File: src/rtl/matinv_stream_ctrl.sv
// Stream-side controller for one matinvN core: gathers an NxN matrix from an element
// stream, runs the core through its rst/ready/complete handshake and streams the result back.
//
// state  | meaning
// LOAD   | accepting input elements into core_matrix
// LAUNCH | core_rst high, waiting for core_ready
// WAIT   | core running, timeout counter active
// UNLOAD | presenting result beats (E beats, or one flagged beat)
module matinv_stream_ctrl #(
    parameter int DATA_WIDTH  = 32,
    parameter int BIN_POS     = 16,
    parameter int MATRIX_SIZE = 3,
    parameter int TIMEOUT     = 4096
) (
    input  logic                                            clk,
    input  logic                                            rst,
    input  logic                                            s_valid,
    output logic                                            s_ready,
    input  logic [DATA_WIDTH-1:0]                           s_data,
    output logic                                            m_valid,
    input  logic                                            m_ready,
    output logic [DATA_WIDTH-1:0]                           m_data,
    output logic                                            m_last,
    output logic                                            m_singular,
    output logic                                            m_timeout,
    output logic                                            core_rst,
    input  logic                                            core_ready,
    input  logic                                            core_complete,
    output logic [MATRIX_SIZE*MATRIX_SIZE*DATA_WIDTH-1:0]   core_matrix,
    input  logic [MATRIX_SIZE*MATRIX_SIZE*DATA_WIDTH-1:0]   core_inv,
    input  logic                                            core_singular
);

    localparam int E     = MATRIX_SIZE * MATRIX_SIZE;
    localparam int CNT_W = (E > 1) ? $clog2(E) : 1;
    localparam int TMR_W = (TIMEOUT > 1) ? $clog2(TIMEOUT) : 1;

    if (MATRIX_SIZE < 1 || TIMEOUT < 2 || BIN_POS >= DATA_WIDTH) begin : g_param_check
        $error("matinv_stream_ctrl: invalid parameter combination");
    end

    typedef enum logic [1:0] {
        ST_LOAD   = 2'd0,
        ST_LAUNCH = 2'd1,
        ST_WAIT   = 2'd2,
        ST_UNLOAD = 2'd3
    } state_t;

    state_t                  state;
    state_t                  state_nxt;
    logic [CNT_W-1:0]        cnt;
    logic [TMR_W-1:0]        tmr;
    logic [E*DATA_WIDTH-1:0] cap;
    logic                    cap_sing;
    logic                    cap_tmo;

    logic s_hs;
    logic m_hs;
    logic cnt_last;
    logic tmr_last;
    logic abort_job;
    logic cmpl_ok;

    assign s_hs      = s_valid & s_ready;
    assign m_hs      = m_valid & m_ready;
    assign cnt_last  = (cnt == CNT_W'(E - 1));
    assign tmr_last  = (tmr == TMR_W'(TIMEOUT - 1));
    assign abort_job = cap_sing | cap_tmo;
    // The first WAIT cycle has tmr==0; a complete seen there belongs to the previous job.
    assign cmpl_ok   = core_complete & (tmr != '0);

    always_ff @(posedge clk) begin
        if (rst) begin
            state <= ST_LOAD;
        end else begin
            state <= state_nxt;
        end
    end

    always_comb begin
        state_nxt = state;
        case (state)
            ST_LOAD: begin
                if (s_hs && cnt_last) begin
                    state_nxt = ST_LAUNCH;
                end
            end
            ST_LAUNCH: begin
                if (core_ready) begin
                    state_nxt = ST_WAIT;
                end
            end
            ST_WAIT: begin
                if (cmpl_ok || tmr_last) begin
                    state_nxt = ST_UNLOAD;
                end
            end
            ST_UNLOAD: begin
                if (m_hs && (abort_job || cnt_last)) begin
                    state_nxt = ST_LOAD;
                end
            end
            default: state_nxt = ST_LOAD;
        endcase
    end

    always_ff @(posedge clk) begin
        if (rst) begin
            cnt         <= '0;
            tmr         <= '0;
            core_matrix <= '0;
            cap         <= '0;
            cap_sing    <= 1'b0;
            cap_tmo     <= 1'b0;
        end else begin
            case (state)
                ST_LOAD: begin
                    if (s_hs) begin
                        core_matrix[cnt*DATA_WIDTH +: DATA_WIDTH] <= s_data;
                        cnt <= cnt_last ? '0 : cnt + CNT_W'(1);
                    end
                end
                ST_LAUNCH: begin
                    tmr <= '0;
                end
                ST_WAIT: begin
                    tmr <= tmr + TMR_W'(1);
                    // Complete takes priority over a coincident timeout.
                    if (cmpl_ok) begin
                        cap      <= core_inv;
                        cap_sing <= core_singular;
                        cap_tmo  <= 1'b0;
                    end else if (tmr_last) begin
                        cap_sing <= 1'b0;
                        cap_tmo  <= 1'b1;
                    end
                end
                ST_UNLOAD: begin
                    if (m_hs) begin
                        cnt <= (abort_job || cnt_last) ? '0 : cnt + CNT_W'(1);
                    end
                end
                default: ;
            endcase
        end
    end

    always_comb begin
        s_ready    = (state == ST_LOAD) & ~rst;
        core_rst   = (state == ST_LAUNCH);
        m_valid    = (state == ST_UNLOAD);
        m_last     = m_valid & (abort_job | cnt_last);
        m_singular = m_valid & cap_sing;
        m_timeout  = m_valid & cap_tmo;
        m_data     = '0;
        if (m_valid && !abort_job) begin
            m_data = cap[cnt*DATA_WIDTH +: DATA_WIDTH];
        end
    end

endmodule

File: config.mk
export PLATFORM = sky130hd
export DESIGN_NAME = matinv_stream_ctrl
export DESIGN_NICKNAME = d
export VERILOG_FILES = /design/src/rtl/matinv_stream_ctrl.sv
export SDC_FILE = /design/constraint.sdc
export NUM_CORES = 1
export LEC_CHECK = 0
export CORE_AREA = 2 2 256 258
export CTS_BUF_LIST = sky130_fd_sc_hd__clkbuf_4
export DETAILED_ROUTE_END_ITERATION = 12
export DIE_AREA = 0 0 258 260
export GPL_ROUTABILITY_DRIVEN = 0
export PLACE_DENSITY = 0.77
export SETUP_SLACK_MARGIN = 0.05
export SLEW_MARGIN = 20
export SYNTH_ARGS = -nofsm -noshare
export SYNTH_HDL_FRONTEND = slang
export SYNTH_SLANG_ARGS = --single-unit
export TNS_END_PERCENT = 5
File: constraint.sdc
create_clock -name clk -period 2.5 [get_ports clk]
set_clock_uncertainty 0.1 [all_clocks]
set_input_delay 0.5 -clock clk [delete_from_list [all_inputs] [get_ports clk]]
set_output_delay 0.5 -clock clk [all_outputs]
set_load 0.02 [all_outputs]
==> results.sh <==
export IMPL_avgSynthCellArea_um2=8.09
export IMPL_start_util=0.375
export IMPL_p_per_area_nw_per_um2=546
export IMPL_end_kind="output port"
export IMPL_layout_area_overhead_vs_synth_pct=53.2
export IMPL_slew_violations=0
export IMPL_maxCapViolCount=0
export IMPL_cts_made_buffers=156
export IMPL_p_total_mw=20.1
export IMPL_r2r_setup_slack_ns=-0.32
export IMPL_relSlewSlack=0.165
export IMPL_clkSinkCount=596
export IMPL_setup_violations=322
export IMPL_dpl_cell_area_um2=32200
export IMPL_syn_cell_area_um2=24000
export IMPL_rsz0062_at_grt="yes"
export IMPL_cts_max_path_buffers=3
export IMPL_status="complete, but fails checks"
export IMPL_fin_setup_tns_ns=-82.65
export IMPL_required_ns=1.90
export IMPL_wire_per_inst_um=22.4
export IMPL_final_common_cell="nand2_1"
export IMPL_port_buffers=652
export IMPL_vias=27300
export IMPL_grt_start_max_net_pins=239
export IMPL_worst_pin_slew_ns=1.25
export IMPL_finalCritPeriodShare=1.50
export IMPL_p_clk_frac=0.429
export IMPL_fillers=5280
export IMPL_yosysSeqAreaShare=0.496
export IMPL_setup_ws_ns=-1.25
export IMPL_path_clk_slew_ns=0.06
export IMPL_vdd_drop_max_uv=400
export IMPL_fmax_mhz=267
export IMPL_p_switching_mw=5.12
export IMPL_hold_viol_final=0
export IMPL_cts_tree="yes"
export IMPL_violations="negative setup slack"
export IMPL_hold_class="in2reg"
export IMPL_drt_total_wl_um=110000
export IMPL_ys_types=47
export IMPL_place_hpwl_um=67900
export IMPL_fin_area_um2=36800
export IMPL_synth_seq_cells=596
export IMPL_synth_nets=3307
export IMPL_final_cells=4888
export IMPL_path_class="reg2out"
export IMPL_pwr_share_comb=0.098
export IMPL_grt_use_total=0.302
export IMPL_antenna_found_initial=11
export IMPL_htreeDepth=4
export IMPL_clock_latency_ns=0.95
export IMPL_gr_total_overflow=0
export IMPL_p_leak_nw=13.9
export IMPL_netlist_instances=2971
export IMPL_firstDrtPassIters=7
export IMPL_layout_common_cells="nand2_1 (877), a21oi_1 (608), dfxtp_1 (590)"
export IMPL_grt_pass1_wl_um=155000
export IMPL_post_route_util=0.575
export IMPL_core_um2=64100
export IMPL_boundaryPins=653
export IMPL_cts_root_buf="clkbuf_4"
export IMPL_worstPathArrival_ns=3.15
export IMPL_yosysWarnings=0
export IMPL_power_frac_seq=0.473
export IMPL_dieHeight_um=260
export IMPL_grt_pass1_vias=26000
export IMPL_drt_iter0_markers=3676
export IMPL_period_needed_ns=3.75
export IMPL_final_layout_size_suffix_gt1_frac=0.139
export IMPL_dieArea_um2=67100
export IMPL_dp_cells=4319
export IMPL_detail_route_antenna_nets=0
export IMPL_fp_dieW_um=258
export IMPL_rows=93
export IMPL_hold_ws_ns=0.165
export IMPL_post_route_drc_count=0
export IMPL_via_per_inst=5.59
export IMPL_swShare=0.255
export IMPL_nets=4258
export IMPL_internal_power_mw=15.0
export IMPL_dpl_worst_slack_ns=-0.371
export IMPL_critical_path_max_fanout=6
export IMPL_cp_start_kind="flip-flop"
## critical path: stages (launching register included)
cell	delay (ns)
dfxtp_4	0.45
buf_12	0.14
buf_8	0.12
mux4_2	0.60
mux2i_1	0.21
nor2_1	0.10
a21oi_1	0.17
buf_4	0.17
nor2_1	0.08
buf_12	0.15
## logic make-up after synthesis
logic type,synth area share
muxes,0.0737
adders and majority gates,0.00468
xor gates and xnor gates,0.00510
DFF,0.496
and+or+nand+nor,0.232
AOI/OAI and AO/OA,0.133
buffers and inverters,0.0552
## flip-flops by register name, summed over array words and instances, names as in the netlist
register and cells:
cap 288, core_matrix 288, tmr 12, cnt 4, state 2, cap_sing 1, cap_tmo 1
## layout make-up
class / instances / area, um^2 / share of cell area
multi-input cells: 2067 / 10900 / 0.296
diodes: 17 / 42.5 / 0.00115
flip-flops and latches: 596 / 11900 / 0.324
inverters: 12 / 45.0 / 0.00122
clock buffers: 219 / 1640 / 0.0446
clock inverters: 33 / 270 / 0.00734
well taps: 855 / 1070 / 0.0290
repair buffers: 1089 / 10900 / 0.296
## synth_stat cells (all sizes together)
| master | instances | area [um^2] |
|---|---|---|
| nor2b | 4 | 25.0 |
| nor4 | 1 | 6.26 |
| mux4 | 64 | 1440 |
| nand3b | 1 | 7.51 |
| dfxtp | 596 | 11900 |
| nor2 | 93 | 367 |
| o211ai | 2 | 20.0 |
| mux2i | 33 | 330 |
| nand2 | 877 | 3290 |
| a21oi | 615 | 3080 |
| nand2b | 6 | 37.5 |
| nor3 | 7 | 50.1 |
| a211oi | 1 | 7.51 |
| nor3b | 2 | 20.0 |
| or3 | 3 | 18.8 |
| nand3 | 222 | 1110 |
| or4 | 2 | 22.5 |
| a2111o | 1 | 11.3 |
| nor4b | 1 | 8.76 |
| xor2 | 8 | 70.1 |
| a211o | 1 | 8.76 |
| clkbuf | 168 | 631 |
| and2 | 5 | 31.3 |
| inv | 12 | 45.0 |
| xnor2 | 6 | 52.6 |
| a31oi | 3 | 18.8 |
| and3b | 2 | 17.5 |
| buf | 128 | 651 |
| and3 | 4 | 25.0 |
| o21a | 2 | 15.0 |
| o21ai | 4 | 20.0 |
| ha | 9 | 113 |
| or2 | 7 | 43.8 |
| a21boi | 1 | 7.51 |
| a21o | 2 | 15.0 |
| and4 | 1 | 8.76 |
| nand4 | 77 | 482 |
## timing repair
action,4_1_cts,5_1_grt
resized for setup,440,29
endpoints found under the setup margin,614,328
buffers inserted,16,13
pin swaps,6,12
hold buffers,271,0
endpoints found under the hold margin,279,0
## power groups by stage
| stage | Combinational [mW] | Clock, mW | Sequential, mW |
|---|---|---|---|
| 2_1_floorplan | 0.512 | 0 | 9.75 |
| 3_3_place_gp | 1.45 | 0 | 9.74 |
| 3_5_place_dp | 1.45 | 0 | 9.74 |
| 4_1_cts | 1.85 | 8.65 | 9.53 |
| 5_1_grt | 2.02 | 9.23 | 9.52 |
| 6_report | 1.97 | 8.63 | 9.53 |
## layer usage
metal  track usage  routed length (um)  vias up
met1         0.327               36600    12600
met5             0                   0        -
li1              -                   -    12000
met3        0.0902               12600      572
met4         0.229                8980        0
met2         0.501               51500     2185
## worst paths after layout
kind | start | endpoint | depth (start not counted)
setup / recovery | cnt[0] | m_data[20] | 9
hold / removal | core_inv[39] | cap[39] | 3
setup reg to reg | cnt[0] | core_matrix[61] | 10
hold reg to reg | core_matrix[165] | core_matrix[165] | 2
Note: power is estimated with default switching activity, not from simulation.
==> RTL edit 1: new RTL, same settings <==
Change the parameter `TIMEOUT` from 4096 to 8192.
--- a/src/rtl/matinv_stream_ctrl.sv
+++ b/src/rtl/matinv_stream_ctrl.sv
@@ -10,7 +10,7 @@
     parameter int DATA_WIDTH  = 32,
     parameter int BIN_POS     = 16,
     parameter int MATRIX_SIZE = 3,
-    parameter int TIMEOUT     = 4096
+    parameter int TIMEOUT     = 8192
 ) (
     input  logic                                            clk,
     input  logic                                            rst,
Function: not settled (the Yosys comparison gave no result); the edit may change what the design does.
==> RTL edit 1 against the unedited design <==
  * The flow still finishes with violations (setup timing)
  * Worst hold slack lost 0.046 ns
  * Area after synthesis grew 0.99%
  * Sequential cell count grew 1
  * Routed wire length shrank 10%
  * Clock power shrank 4.3%
  * Final area shrank 0.51%
  * Worst setup slack gained 0.32 ns
  * Total power grew 2.2%
  * Sequential power grew 0.5%
  * Largest power group unchanged
==> RTL edit 1: results <==
{
  "ys_seq_area_frac": 0.492,
  "grt_max_degree": 203,
  "violations": "setup timing",
  "synth_commonest_cells": "781 x nand2_1, 597 x dfxtp_1, 516 x a21oi_1",
  "root_buffer": "clkbuf_4",
  "synth_cell_types": 49,
  "grt_pass1_vias": 24632,
  "relSlewSlack": 0.230,
  "fill_cells": 5328,
  "dp_hpwl_um": 64100,
  "synth_ff_type": "dfxtp_1",
  "synthArstFlopShare": 0,
  "p_sw_mw": 5.48,
  "hold_class": "input pin to flop",
  "status": "complete, but fails checks",
  "cp_max_fo": 6,
  "layout-drive-gt1-share": 0.141,
  "setup_viol": 297,
  "top_regs": "cap x288, core_matrix x288, tmr x13",
  "min_from": "core_inv[95]",
  "grt_pass1_wl_um": 145000,
  "vdd_drop_max_uv": 290,
  "drt_wl_total_um": 98400,
  "cts_made_buffers": 155,
  "cp-startpoint": "cnt[0]$_SDFFE_PP0P_",
  "htree_levels": 4,
  "first_pass_iters": 6,
  "clk_latency_ns": 0.94,
  "post-route-period-util": 1.37,
  "portBuffers": 652,
  "antenna_found_initial": 13,
  "syn_nets": 3235,
  "clock_path_buffers": 3,
  "finalSetupTns_ns": -57.39,
  "clk_pin_slew_ns": 0.07,
  "nets": 4182,
  "worst_slack_ns": -0.930,
  "drt_iter0_markers": 2965,
  "grt.total_usage": 0.281,
  "synth_warnings": 0,
  "ys_top_cells_by_area": "dfxtp_1 49%, nand2_1 12%, a21oi_1 11%, mux4_2 5.9%, nand3_1 4.1%",
  "viasPerCell": 5.34,
  "p_leak_nw": 14.3
}
==> RTL edit 1: changes by cell type in the layout (fill, tap and decap cells not counted), moves of 30 or more <==
cell,unedited run,this run
mux2i_1,31,83
nand2_1,877,781
a21oi_1,608,480
nor2_1,83,169
nand3b_1,1,46
buf_4,116,84
o21ai_1,0,34
nand4_1,77,4
a21oi_2,6,36
==> RTL edit 1: final timing paths <==
path,to,slack [ns],cells after the start
max,m_data[4],-0.93,9
min,cap[95]$_SDFFE_PP0P_,0.12,3
max reg2reg,core_matrix[19]$_SDFFE_PP0P_,-0.31,13
min reg2reg,core_matrix[77]$_SDFFE_PP0P_,0.35,2
==> RTL edit 1: cells by family (layout without fill, tap and decap cells) <==
group                    count (synthesis)  after routing  share of synthesized area
buffers and inverters                  301           1339                     0.0631
adder cells (fa/ha/maj)                 12             12                    0.00618
AND/OR/NAND/NOR                       1242           1242                      0.216
multiplexers                           149            149                     0.0944
XOR/XNOR                                16             16                    0.00577
AO/OA/AOI/OAI                          579            579                      0.122
flip-flops                             597            597                      0.492
other                                    0              7                          0
==> RTL edit 1: critical path: stages (launching register included) <==
cell	delay [ns]
dfxtp_4	0.42
buf_12	0.14
buf_12	0.12
buf_4	0.12
mux4_2	0.48
mux2i_1	0.17
nor2_1	0.07
a21oi_1	0.16
nor2_1	0.06
buf_2	0.16
==> RTL edit 1: power groups by stage <==
stage          Clock [mW]  Sequential, mW  Combinational (mW)
2_1_floorplan           0            9.81                1.00
3_3_place_gp            0            9.80                2.08
3_5_place_dp            0            9.80                2.09
4_1_cts              8.32            9.58                2.64
5_1_grt              8.88            9.58                2.85
6_report             8.26            9.58                2.73
==> RTL edit 1: cell type report <==
type,count,area [um2],area share
Sequential cell,597,12000,0.326
Multi-Input combinational cell,1998,11100,0.302
Timing Repair Buffer,1048,10500,0.287
Clock buffer,216,1620,0.0442
Tap cell,855,1070,0.0292
Clock inverter,32,213,0.00580
Inverter,43,166,0.00454
Antenna cell,7,17.5,0.000478
==> RTL edit 1: what timing repair did <==
action | 4_1_cts | 5_1_grt
gates resized for setup | 474 | 56
hold endpoints to repair | 296 | 0
cloned | 3 | 2
setup buffers | 15 | 4
pin swaps | 64 | 18
hold buffers | 262 | 0
setup endpoints to repair | 588 | 327
==> RTL edit 1: routing by layer <==
metal	vias to the layer above	track usage	share of wire
met2	1648	0.476	0.48
met5	-	0	0.00069
met3	300	0.0679	0.094
met1	11979	0.325	0.37
met4	10	0.157	0.055
li1	11664	-	-
==> RTL edit 1: metrics by stage <==
stage	instances	worst slack [ns]	hold slack, ns	cell area, um2
after floorplan	2896	0.0532	0.333	24300
after global placement	4258	-0.299	0.337	32100
after detailed placement	4258	-0.287	0.343	32100
after CTS	4786	-1.07	0.000805	36400
after global routing	4792	-1.10	0.0360	36600
final	4796	-0.930	0.119	36700
==> RTL edit 2: new RTL, same flow settings <==
Without the edit above. Reset style: asynchronous (`rst`), changed in 2 clocked blocks.
--- a/src/rtl/matinv_stream_ctrl.sv
+++ b/src/rtl/matinv_stream_ctrl.sv
@@ -69,7 +69,7 @@
     // The first WAIT cycle has tmr==0; a complete seen there belongs to the previous job.
     assign cmpl_ok   = core_complete & (tmr != '0);
 
-    always_ff @(posedge clk) begin
+    always_ff @(posedge clk or posedge rst) begin
         if (rst) begin
             state <= ST_LOAD;
         end else begin
@@ -104,7 +104,7 @@
         endcase
     end
 
-    always_ff @(posedge clk) begin
+    always_ff @(posedge clk or posedge rst) begin
         if (rst) begin
             cnt         <= '0;
             tmr         <= '0;
Formal check against the unedited RTL: differs if rst is asserted again (counterexample within 4 cycles, from zero or initial values and one cycle with rst high); with rst held inactive, the same outputs for 4 cycles.
==> RTL edit 2 against the unedited design <==
  * The run still ends with setup timing left
  * Register-to-register slack better by 0.11 ns
  * Area after synthesis up 9.0%
  * Count of clock-buffer cells in the layout up 4
  * Via count down 20%
  * Worst setup slack better by 0.36 ns
  * Sequential cell count unchanged
  * Worst hold slack better by 0.016 ns
  * Cell count down 17%
  * Routed wire length down 10%
  * Final area up 11%
  * Largest cell class unchanged
Power is not compared: it rests on default switching activity, and its combinational part moved more than twofold at a synthesized area within 25%.
==> RTL edit 2: results <==
{
  "grt_max_degree": 108,
  "cp-endpoint": "m_data[27]",
  "setup_viol": 316,
  "worst_slack_ns": -0.889,
  "synth_cell_types": 60,
  "synthArstFlopShare": 1.00,
  "wl_met2_um": 50200,
  "cts_made_buffers": 155,
  "nets": 3412,
  "layout-drive-gt1-share": 0.324,
  "cp_top_family": "buffers and inverters",
  "synth.area.mux_share": 0.277,
  "synth_xor_area_frac": 0.00296,
  "cp_max_fo": 5,
  "avgRoutedWirePerCell_um": 24.3,
  "arrival_ns": 2.79,
  "post_dp_cell_area_mm2": 0.0350,
  "slowest_stage": "dfrtp_4",
  "viasPerCell": 5.41,
  "grt_pass1_vias": 23812,
  "cpPeakStageDelay_ns": 0.50,
  "antenna_found_initial": 10,
  "synth_commonest_cells": "596 x dfrtp_1, 390 x mux2_2, 168 x mux2_1",
  "syn_nets": 2277,
  "synth_fa_ha_area_frac": 0.00430,
  "min_to": "cap[12]$_DFFE_PP0P_",
  "grt_pass1_wl_um": 144000,
  "drt_iter0_markers": 1463,
  "violations": "setup timing",
  "rr_startpoint": "cnt[0]$_DFFE_PP0P_",
  "route.layer.met1.wl_um": 36600,
  "wl_met3_um": 7700,
  "reg2reg_to": "core_matrix[55]$_DFFE_PP0P_",
  "status": "complete, but fails checks",
  "clk_latency_ns": 0.92,
  "use_met3": 0.0833,
  "synth_compound_area_frac": 0.0492,
  "min_from": "core_inv[12]",
  "ys_seq_area_frac": 0.569,
  "relSlewSlack": 0.613,
  "global_route.usage.met2": 0.497,
  "r2r_setup_slack_ns": -0.21,
  "fill_cells": 4555
}
## RTL edit 2: metrics by stage
step,hold slack [ns],cells,TNS [ns],setup WS [ns]
floorplan,0.375,1941,-3883.58,-6.23
global placement,0.352,3464,-69.67,-0.278
detailed placement,0.356,3464,-82.88,-0.347
CTS,0.00130,4025,-90.91,-1.06
global route,0.0862,4038,-99.70,-1.06
finish,0.181,4042,-49.25,-0.889
## RTL edit 2: timing repair
| action | 4_1_cts | 5_1_grt |
|---|---|---|
| hold buffers | 281 | 0 |
| pin swaps | 54 | 53 |
| resized for setup | 597 | 178 |
| endpoints found under the setup margin | 882 | 637 |
| hold endpoints to repair | 310 | 0 |
| setup buffers | 18 | 4 |
| gates cloned | 7 | 1 |
## RTL edit 2: final cells by class
class | count | area share
diodes | 13 | 0.000794
repair buffers | 1113 | 0.282
well taps | 855 | 0.0261
multi-input cells | 1193 | 0.278
flip-flops and latches | 596 | 0.364
clock inverters | 32 | 0.00559
clock buffers | 223 | 0.0408
inverters | 17 | 0.00189
